$ cat src/rtl/adc_pkg.sv
// adc_pkg: shared scan-sequencer state enum, clog2 width helper (min 1) and channel-to-device mapping (cs = ch/CH_PER_DEV, ch_sel = ch%CH_PER_DEV)
package adc_pkg;
  typedef enum logic [2:0] {IDLE, ISSUE, WAIT, NEXT, PUBLISH} st_t;
  localparam int CH_PER_DEV = 2;
  function automatic int clog2(input int n);
    int w;
    for (w = 1; (1 << w) < n; w++) begin end
    return w;
  endfunction
  function automatic int ch_cs(input int ch);
    return ch / CH_PER_DEV;
  endfunction
  function automatic int ch_sel(input int ch);
    return ch % CH_PER_DEV;
  endfunction
endpackage

$ cat src/rtl/adc_scan_seq_if.sv
// adc_scan_seq_if: converter handshake; master (sequencer) drives conv_start/conv_ch and takes conv_done/conv_data, slave (engine) is the reverse
interface adc_scan_seq_if #(parameter int NUM_CH = 3, parameter int DATA_W = 12);
  import adc_pkg::*;
  logic conv_start;
  logic [clog2(NUM_CH)-1:0] conv_ch;
  logic conv_done;
  logic [DATA_W-1:0] conv_data;
  modport master(output conv_start, conv_ch, input conv_done, conv_data);
  modport slave(input conv_start, conv_ch, output conv_done, conv_data);
endinterface

$ cat src/rtl/adc_next_ch.sv
// adc_next_ch: priority finder; i_mask/i_idx (signed, -1 finds lowest) in, o_nxt = lowest set bit strictly above i_idx, o_none when there is none
module adc_next_ch import adc_pkg::*; #(
  parameter int N = 3,
  localparam int W = clog2(N)
) (
  input  logic [N-1:0]      i_mask,
  input  logic signed [W:0] i_idx,
  output logic [W-1:0]      o_nxt,
  output logic              o_none
);
  always_comb begin
    o_nxt = '0;
    o_none = 1'b1;
    for (int j = N - 1; j >= 0; j--)
      if (i_mask[j] && j > int'(i_idx)) begin
        o_nxt = W'(j);
        o_none = 1'b0;
      end
  end
endmodule

$ cat src/rtl/adc_scan_seq.sv
// adc_scan_seq: masked multi-channel ADC scan with 2^AVG_LOG2 averaging; clk/reset, ena/mode/start/ch_mask in, cv converter handshake, coordinates/frame_valid/busy/timeout_err out
module adc_scan_seq import adc_pkg::*; #(
  parameter int NUM_CH = 3,
  parameter int DATA_W = 12,
  parameter int AVG_LOG2 = 2,
  parameter int TIMEOUT = 1023
) (
  input  logic                     clk,
  input  logic                     reset,
  input  logic                     ena,
  input  logic                     mode,
  input  logic                     start,
  input  logic [NUM_CH-1:0]        ch_mask,
  adc_scan_seq_if.master           cv,
  output logic [NUM_CH*DATA_W-1:0] coordinates,
  output logic                     frame_valid,
  output logic                     busy,
  output logic                     timeout_err
);
  localparam int CHW = clog2(NUM_CH);
  localparam int AW = DATA_W + AVG_LOG2;
  localparam int TW = clog2(TIMEOUT);
  localparam int CW = AVG_LOG2 + 1;
  localparam int NS = 1 << AVG_LOG2;
  st_t r_st, w_st;
  logic [NUM_CH-1:0] r_mask;
  logic [CHW-1:0] r_ch, w_lo, w_nx;
  logic w_lo_none, w_nx_none, w_done, w_last, w_tmo, w_load;
  logic [CW-1:0] r_cnt;
  logic [AW-1:0] r_acc, w_sum;
  logic [TW-1:0] r_tmr;
  logic [NUM_CH*DATA_W-1:0] r_sh;
  adc_next_ch #(.N(NUM_CH)) u_lo (.i_mask(ch_mask), .i_idx('1), .o_nxt(w_lo), .o_none(w_lo_none));
  adc_next_ch #(.N(NUM_CH)) u_nx (.i_mask(r_mask), .i_idx({1'b0, r_ch}), .o_nxt(w_nx), .o_none(w_nx_none));
  assign w_sum = r_acc + AW'(cv.conv_data);
  assign w_done = r_st == WAIT && cv.conv_done;
  assign w_last = r_cnt == CW'(NS - 1);
  assign w_tmo = r_st == WAIT && !cv.conv_done && r_tmr == TW'(TIMEOUT - 1);
  assign w_load = w_st == ISSUE && (r_st == IDLE || r_st == PUBLISH);
  assign cv.conv_start = r_st == ISSUE;
  assign cv.conv_ch = r_ch;
  assign busy = r_st != IDLE;
  always_comb begin
    w_st = r_st;
    case (r_st)
      IDLE:    w_st = ena && (mode || start) && !w_lo_none ? ISSUE : IDLE;
      ISSUE:   w_st = WAIT;
      WAIT:    w_st = !(w_done || w_tmo) ? WAIT : !ena ? IDLE : (w_done && !w_last) ? ISSUE : NEXT;
      NEXT:    w_st = w_nx_none ? PUBLISH : ISSUE;
      PUBLISH: w_st = ena && mode && !w_lo_none ? ISSUE : IDLE;
      default: w_st = IDLE;
    endcase
  end
  always_ff @(posedge clk) begin
    if (reset) begin
      r_st <= IDLE;
      r_mask <= '0;
      r_ch <= '0;
      r_cnt <= '0;
      r_acc <= '0;
      r_tmr <= '0;
      r_sh <= '0;
      coordinates <= '0;
      frame_valid <= 1'b0;
      timeout_err <= 1'b0;
    end else begin
      r_st <= w_st;
      frame_valid <= w_st == PUBLISH;
      if (w_st == PUBLISH) coordinates <= r_sh;
      if (w_load) begin
        r_mask <= ch_mask;
        r_ch <= w_lo;
        r_cnt <= '0;
        r_acc <= '0;
        if (r_st == IDLE && start) timeout_err <= 1'b0;
      end
      if (r_st == ISSUE) r_tmr <= '0;
      if (r_st == WAIT) r_tmr <= r_tmr + 1'b1;
      if (w_done) begin
        r_acc <= w_sum;
        r_cnt <= r_cnt + 1'b1;
        if (w_last) r_sh[int'(r_ch)*DATA_W +: DATA_W] <= DATA_W'(w_sum >> AVG_LOG2);
      end
      if (w_tmo) timeout_err <= 1'b1;
      if (r_st == NEXT) begin
        r_ch <= w_nx;
        r_cnt <= '0;
        r_acc <= '0;
      end
    end
  end
endmodule

$ cat src/flat_wrapper.sv
// flat-port wrapper written by rule: the top's interface ports become plain ports
module adc_scan_seq_flat import adc_pkg::*;
#(
  parameter int NUM_CH = 3,
  parameter int DATA_W = 12,
  parameter int AVG_LOG2 = 2,
  parameter int TIMEOUT = 1023
)
  (clk, reset, ena, mode, start, ch_mask, coordinates, frame_valid, busy, timeout_err, cv_conv_start, cv_conv_ch, cv_conv_done, cv_conv_data);
  adc_scan_seq_if #(.NUM_CH(NUM_CH), .DATA_W(DATA_W)) cv_i ();
  input  logic clk;
  input  logic reset;
  input  logic ena;
  input  logic mode;
  input  logic start;
  input  logic [NUM_CH-1:0] ch_mask;
  output logic [NUM_CH*DATA_W-1:0] coordinates;
  output logic frame_valid;
  output logic busy;
  output logic timeout_err;
  output wire logic [$bits(cv_i.conv_start)-1:0] cv_conv_start;
  output wire logic [$bits(cv_i.conv_ch)-1:0] cv_conv_ch;
  input wire logic [$bits(cv_i.conv_done)-1:0] cv_conv_done;
  input wire logic [$bits(cv_i.conv_data)-1:0] cv_conv_data;
  assign cv_conv_start = cv_i.conv_start;
  assign cv_conv_ch = cv_i.conv_ch;
  assign cv_i.conv_done = cv_conv_done;
  assign cv_i.conv_data = cv_conv_data;
  adc_scan_seq #(.NUM_CH(NUM_CH), .DATA_W(DATA_W), .AVG_LOG2(AVG_LOG2), .TIMEOUT(TIMEOUT)) u_core (.clk(clk), .reset(reset), .ena(ena), .mode(mode), .start(start), .ch_mask(ch_mask), .cv(cv_i), .coordinates(coordinates), .frame_valid(frame_valid), .busy(busy), .timeout_err(timeout_err));
endmodule
$ cat config.mk
export PLATFORM = sky130hd
export DESIGN_NAME = adc_scan_seq_flat
export DESIGN_NICKNAME = d
export VERILOG_FILES = /design/src/rtl/adc_pkg.sv /design/src/rtl/adc_scan_seq_if.sv /design/src/rtl/adc_next_ch.sv /design/src/rtl/adc_scan_seq.sv /design/src/flat_wrapper.sv
export SDC_FILE = /design/constraint.sdc
export NUM_CORES = 1
export LEC_CHECK = 0
export ABC_CLOCK_PERIOD_IN_PS = 2600
export CORE_MARGIN = 5
export CORE_UTILIZATION = 50
export DETAILED_ROUTE_END_ITERATION = 10
export PLACE_DENSITY = 0.81
export SYNTH_ARGS = -nofsm -noshare
export SYNTH_HDL_FRONTEND = slang
export SYNTH_SLANG_ARGS = --single-unit
$ cat constraint.sdc
create_clock -name clk -period 2.6 [get_ports clk]
set_input_delay 0.26 -clock clk [delete_from_list [all_inputs] [get_ports clk]]
set_output_delay 0.26 -clock clk [all_outputs]
set_load 0.01 [all_outputs]
==> results_dict.tcl <==
set metrics [dict create \
    drc 0 \
    antenna_found_initial 0 \
    fin_crit_sh 0.932 \
    clkLatencyLatePin_ns 0.37 \
    ios 63 \
    setup_viol 0 \
    cts-htree-levels 3 \
    ys_async_sr_fraction 0 \
    setup_slack_ns 0.176 \
    ys_seq_area_frac 0.419 \
    synth_ff_type "dfxtp_1" \
    routedWlPerCell_um 15.1 \
    syn-num-nets 698 \
    die_y_um 112 \
    place_hpwl_um 10100 \
    drv_slew 0 \
    track_usage 0.211 \
    worstSetupStartpointType "input port" \
    worstMarginPinSlew_ns 0.762 \
    detail-route-antenna-nets 0 \
    die_area_um2 12500 \
    cts_tree "done" \
    cts_buffers 9 \
    hold_violations 0 \
    netlist_instances 655 \
    fp-row-count 37 \
    cts.clk_slew.worst_paths_ns 0.11 \
    gp_congestion 0.926 \
    cp.required_ns 2.88 \
    multiInputGateArea_um2 2810 \
    grt_pass1_vias 4630 \
    drive_gt1_frac 0.116 \
    fin_crit_ns 2.42 \
    seq_area_um2 2160 \
    routed_via_density 5.65 \
    hold_class "input port to register" \
    syn_to_final_growth_pct 24.3 \
    cts_root_buffer "clkbuf_8" \
    cts_hold_buf 0 \
    synth_cell_types 62 \
    fmax_ghz 0.412 \
    status "finished, final reports clean" \
    vias 4989 \
    holdWs_ns 0.427 \
    cap_violations 0 \
    worstSetupPathType "input port to register" \
    syn_area_um2 5160 \
    utilization 0.630 \
    slew_headroom 0.488 \
    fillers 890 \
    rsz0062_at_grt "false" \
    power.density_nw_per_um2 474 \
    leakage_nw 2.35 \
    grt_max_degree 39 \
    core-area_um2 10200 \
    critical_path_arrival_ns 2.70 \
    start_util 0.507 \
    insertedDiodeCount 0 \
    path_max_fanout 7 \
    place_ws_ns -0.185 \
    grt_pass1_wl_um 22200 \
    cts_sinks 108 \
    critPathCaptureType "register" \
    fin_nets 785 \
    skew_ns 0.0160 \
    yosys-top-cells-area "dfxtp_1 (42%), nand2_1 (9.7%), a21oi_1 (8.5%)" \
    synth_edf_count 0 \
    post_cts_buffers 0 \
    yosysTopAreaCell "dfxtp_1" \
    drt_iter0_drc 365 \
    peakVddDrop_v 0.000245 \
    portBuffers 62 \
    synth_top_area_share 0.419 \
    yosysWarnings 0 \
    avgSynthCellArea_um2 7.88 \
    firstDrtPassIters 5 \
    clockBufferDepth 2 \
    routed_wl_um 13300 \
    die_width_um 112 \
    cts_resized 0 \
    ys_ff_latch 108 \
    overflow 0 \
]
[Yosys cell counts, types with 3 or more instances]
cell type  instances
a211oi_1           5
a21o_1             6
a21oi_1           88
a22o_1             9
a22oi_1            5
a2bb2oi_1          6
a31oi_1            5
and3_1             8
clkbuf_1          38
dfxtp_1          108
ha_1              21
inv_1             11
mux2_2             4
mux2i_1            3
nand2_1          133
nand2b_1          10
nand3_1           28
nand4_1            7
nor2_1            51
nor3_1            15
o211ai_1           3
o21ai_0           18
o21ai_1           12
or3_1              3
xnor2_1            7
xor2_1             4
[placed cells by master, fill, tap and decap left out, types with 6 or more instances in the layout]
master             n
nand2_1          133
clkdlybuf4s50_1   61
and3_1             8
o21ai_1           12
a22o_1             9
nand4_1            7
a21o_1             6
xnor2_1            7
clkbuf_8           9
buf_4             54
a21oi_1           88
nor2_1            50
inv_1             11
nor3_1            15
a2bb2oi_1          6
o21ai_0           18
nand2b_1          10
ha_1              21
dfxtp_1          108
nand3_1           28
[worst max-delay path: stages]
cell and delay (ns):
clkdlybuf4s50_1 0.42, ha_1 0.37, o211ai_1 0.12, o211ai_1 0.60, nand2_1 0.14, xnor2_1 0.15
buf_4 0.16, mux2_2 0.28, a22o_1 0.19
[path summary, 6_finish.rpt]
check / startpoint / end / slack, ns / cells past startpoint
min reg2reg: u_core.r_sh[19] / u_core.r_sh[19] / 0.45 / 2
max reg2reg: u_core.r_acc[0] / u_core.r_sh[15] / 0.18 / 9
min: reset / u_core.r_sh[20] / 0.43 / 2
max: cv_conv_data[4] / u_core.r_sh[13] / 0.18 / 9
[layout make-up]
class / instances / share of cell area
clock buffer: 9 / 0.0193
clock inverter: 7 / 0.0125
inverter: 11 / 0.00644
multi-input combinational: 496 / 0.439
sequential: 108 / 0.337
tap: 136 / 0.0265
timing repair buffer: 116 / 0.159
[registers in the layout, summed over array words and instances, names as in the netlist]
signal and flops:
u_core.coordinates 36, u_core.r_sh 36, u_core.r_acc 14, u_core.r_tmr 10, u_core.r_cnt 3, u_core.r_st 3
u_core.cv.conv_ch 2, u_core.r_mask 2, u_core.frame_valid 1, u_core.timeout_err 1
[through the flow]
stage	cell area [µm²]	TNS, ns	total power (W)	cells
finish	6410	0	0.00304	883
CTS	6410	0	0.00306	883
global placement	6200	-2.69	0.00206	867
global route	6410	0	0.00317	883
detailed placement	6200	-3.87	0.00206	867
floorplan	5160	0	0.00190	655
[routing by layer]
metal | part of all wire | GRT usage | vias up
met5 | 0 | 0 | -
met3 | 0.055 | 0.0397 | 21
met2 | 0.48 | 0.359 | 133
met1 | 0.45 | 0.276 | 2362
met4 | 0.016 | 0.0560 | 0
li1 | - | - | 2473
[logic make-up after synthesis]
group,after synthesis,share of synthesized area
DFF,108,0.419
muxes,7,0.0145
adders and majority gates,22,0.0548
xor gates and xnor gates,11,0.0187
buffers and inverters,51,0.0373
AOI/OAI and AO/OA,179,0.211
and+or+nand+nor,277,0.245
[where the power goes]
group          switching, W  leakage, nW  internal [W]  total (W)
combinational      0.000206         1.38      0.000153   0.000359
sequential       0.00000815        0.870       0.00166    0.00167
clock              0.000630       0.0990      0.000381    0.00101
total              0.000845         2.35       0.00220    0.00304
No activity file was read; power rests on OpenSTA's default activity.
